## config.mk

```make
export PLATFORM = sky130hd
export DESIGN_NAME = bus_select_arbiter
export DESIGN_NICKNAME = d
export VERILOG_FILES = /design/src/rtl/bus_select_arbiter.sv
export SDC_FILE = /design/constraint.sdc
export NUM_CORES = 1
export LEC_CHECK = 0
export BUFFER_PORTS_ARGS = -buffer_cell sky130_fd_sc_hd__buf_2
export CAP_MARGIN = 20
export CELL_PAD_IN_SITES_DETAIL_PLACEMENT = 1
export CELL_PAD_IN_SITES_GLOBAL_PLACEMENT = 1
export CORE_AREA = 4 4 41 43
export DETAILED_ROUTE_END_ITERATION = 8
export DIE_AREA = 0 0 45 47
export PLACE_DENSITY_LB_ADDON = 0.2
export SLEW_MARGIN = 40
export SYNTH_ARGS = -nofsm -noshare
export SYNTH_HDL_FRONTEND = slang
export SYNTH_SLANG_ARGS = --single-unit
```

## constraint.sdc

```tcl
create_clock -name clk -period 3.76 [get_ports clk]
set_clock_uncertainty 0.15 [all_clocks]
set_input_delay 0.188 -clock clk [delete_from_list [all_inputs] [get_ports clk]]
set_output_delay 0.188 -clock clk [all_outputs]
set_load 0.01 [all_outputs]
```

## src/rtl/bus_select_arbiter.sv

```systemverilog
// Two-source arbiter feeding a one-deep registered output stage; sel drives a downstream 2:1 bus mux.
// Define BUS_SELECT_ROUND_ROBIN_EN for round-robin contention; otherwise in_1 has fixed priority.
module bus_select_arbiter #(
  parameter int WIDTH = 4
) (
  input  logic             clk,
  input  logic             reset,
  input  logic [WIDTH-1:0] in_1,
  input  logic             in_1_valid,
  output logic             in_1_ready,
  input  logic [WIDTH-1:0] in_2,
  input  logic             in_2_valid,
  output logic             in_2_ready,
  output logic             sel,
  output logic [WIDTH-1:0] out_1,
  output logic             out_valid,
  input  logic             out_ready
);

  localparam logic [0:0] EMPTY = 1'b0;
  localparam logic [0:0] FULL  = 1'b1;

  logic [0:0]       state_q;
  logic             last_grant;  // 0 = in_1 won last, 1 = in_2 won last
  logic [WIDTH-1:0] data_q;
  logic             both_valid;
  logic             can_accept;
  logic             xfer;

  assign both_valid = in_1_valid & in_2_valid;

`ifdef BUS_SELECT_ROUND_ROBIN_EN
  assign sel = both_valid ? ~last_grant : (in_2_valid & ~in_1_valid);
`else
  logic unused_last_grant;
  assign sel               = in_2_valid & ~in_1_valid;
  assign unused_last_grant = last_grant;
`endif

  // Handshake: a word moves when valid and ready are both 1 in the same cycle;
  // ready is offered only to the granted, valid source while the output can accept.
  assign out_valid  = (state_q == FULL);
  assign can_accept = ~out_valid | out_ready;
  assign in_1_ready = ~reset & can_accept & in_1_valid & ~sel;
  assign in_2_ready = ~reset & can_accept & in_2_valid & sel;
  assign xfer       = in_1_ready | in_2_ready;
  assign out_1      = data_q;

  always_ff @(posedge clk) begin
    if (reset) begin
      state_q    <= EMPTY;
      data_q     <= '0;
      last_grant <= 1'b1;
    end else if (xfer) begin
      state_q    <= FULL;
      data_q     <= sel ? in_2 : in_1;
      last_grant <= sel;
    end else if ((state_q == FULL) && out_ready) begin
      state_q <= EMPTY;
    end
  end

endmodule

```

==> impl_metrics.ini <==
[final_layout]
n_fill_cell = 172
multi_input_area_um2 = 149
syn2layout_area_growth_pct = 47.9
seq_area_um2 = 100
diodes = 0
drive_gt1_frac = 0.500
nets = 64

[worst_setup_path]
path_depth = 4
cp_common_cell = buf_2
slowest_delay_ns = 0.50
end_kind = output port
cp_cell_sequence = buf_2, nor2b_1, nor3b_1, buf_2
crit_slowest_cell = nor2b_1
critPathTopFamily = simple AND/OR/NAND/NOR gates
worstSetupPathType = in2out
worstPathRequired_ns = 3.42
reg2regPathDepth = 3
start_kind = primary input
cp_max_fo = 6
crit_buf_inv = 2
cp_data_arrival_time_ns = 1.22

[power]
seq_power_share = 0.389
p_sw_frac = 0.263
p_leak_nw = 0.191
power.total_mw = 0.153
p_int_mw = 0.113
p_sw_mw = 0.0404
peakVddDrop_v = 0.000186
clkPwrFrac = 0.407
power_density_mw_per_mm2 = 385
combPwrFrac = 0.204

[routing]
drt-total-wl_um = 876
drtIter0Drc = 5
ant_nets = 0
vias = 298
wl_per_cell_um = 13.5
firstDrtPassIters = 4
routed_via_density = 4.58
drc = 0

[sta]
slew_headroom = 0.600
fin_crit_sh = 0.414
fmax_mhz = 643
fin_crit_ns = 1.56
timing_hold_violations_final = 0
finalSetupViolations = 0
tns_ns = 0
grt_setup_unrepaired = false
drv_slew = 0
worst_pin_slew_ns = 0.599

[hold_path]
worstHoldPathType = in2reg
hold_depth = 2

[place]
port_buffers = 20
detailed_place_hpwl_um = 710
place.gp.congestion = 0.717

[cts]
cts-root-buf = clkbuf_4
cts_tree = built
clkTransAtPathRegs_ns = 0.04
clk_latency_ns = 0.24
cts_htree_levels = 1
hold_buffers = 0
cts_buffer_depth = 2
cts_buffers = 3
post_cts_buffers = 0
cts_resized = 0
clkSinkCount = 5

[floorplanning]
die_area_mm2 = 0.00212
core_mm2 = 0.00130
start_util = 0.207
num_rows = 13
fp.dieH_um = 47
die_x_um = 45
ios = 21

[synthesis]
yosys.area.top_type = dfxtp_1
yosys-top-cells-area = dfxtp_1 (37%), mux2i_1 (15%), o211ai_1 (11%), o21ai_1 (7.4%), nor3b_1 (5.6%)
synth_area_per_cell_um2 = 9.61
yosys_warnings = 0
ys_types = 13
synth_top_area_frac = 0.372
syn_inst = 28
syn_nets = 41
ys_ff_latch = 5
yosysSeqAreaShare = 0.372
syn-cell-area_um2 = 269

[global_route]
grt_antenna_before_repair = 0
grt_util_all_layers = 0.0956
grt_max_degree = 9
grt_pass1_wl_mm = 1.35
overflow = 0
grt_pass1_vias = 295

[job]
max-cap-violations = 0

[outcome]
status = finished, final reports clean
logic make-up after synthesis:
group	share of synthesized area
AOI/OAI and AO/OA	0.186
and+or+nand+nor	0.219
DFF	0.372
muxes	0.149
buffers and inverters	0.0744
layout make-up:
type,instances,share of cell area
inverter,1,0.00943
timing repair buffer,20,0.252
sequential,5,0.252
tap,15,0.0472
clock buffer,4,0.0660
multi-input combinational,20,0.374
power by group through the flow:
stage | sequential, mW | clock [mW] | combinational (mW)
final | 0.0596 | 0.0624 | 0.0312
after global routing | 0.0600 | 0.0714 | 0.0347
after CTS | 0.0596 | 0.0651 | 0.0319
after detailed placement | 0.0605 | 0 | 0.0317
after global placement | 0.0603 | 0 | 0.0307
after floorplan | 0.0626 | 0 | 0.0149
flip-flops by register name (all words and copies together) (netlist names):
name,cells
out_1,4
out_valid,1
layer usage:
layer	vias to the layer above	GRT usage	share of wire	routed length, um
met5	-	0	0	0
met4	0	0.0351	0.0091	8
met3	2	0.0728	0.12	108
met2	15	0.155	0.50	439
met1	137	0.0932	0.37	320
li1	144	-	-	-
stage by stage:
step            util  worst slack, ns  instance area (um2)  hold WS (ns)  std cells
2_1_floorplan      -             2.49                  269         0.110         28
3_3_place_gp   0.286             2.34                  372         0.267         61
3_5_place_dp   0.286             2.18                  372         0.279         61
4_1_cts        0.306             2.16                  398        0.0201         65
5_1_grt        0.306             2.09                  398        0.0321         65
6_report       0.306             2.20                  398        0.0225         65
Yosys cell counts, drive strengths merged:
| master | number |
|---|---|
| buf | 2 |
| dfxtp | 5 |
| inv | 1 |
| mux2i | 4 |
| nor2 | 2 |
| nor2b | 2 |
| nor3 | 1 |
| nor3b | 2 |
| o211ai | 4 |
| o21ai | 4 |
| or3 | 1 |
worst reg2reg max path, delay by kind of cell (launching register included):
family,cells,cell delay [ns]
AOI/OAI and AO/OA,1,0.16
DFF,1,0.30
and+or+nand+nor,2,0.54
final timing paths:
| path | endpoint | slack, ns | startpoint |
|---|---|---|---|
| max reg2reg | out_1[2] | 2.53 | out_valid |
| max | in_2_ready | 2.20 | in_2_valid |
| min | out_valid | 0.02 | reset |
| min reg2reg | out_1[1] | 0.35 | out_1[1] |
layout by cell type (no fill, tap or decap):
cell type / netlist / final
buf_2: 1 / 20
dfxtp_1: 5 / 5
mux2i_1: 4 / 4
o211ai_1: 4 / 4
o21ai_1: 4 / 4
clkbuf_4: 0 / 3
nor3b_1: 2 / 2
nor2_1: 2 / 2
nor2b_1: 1 / 1
nor2b_4: 1 / 1
or3_4: 1 / 1
inv_1: 1 / 1
nor3_1: 1 / 1
clkbuf_1: 0 / 1
Note: power is estimated with default switching activity, not from simulation.
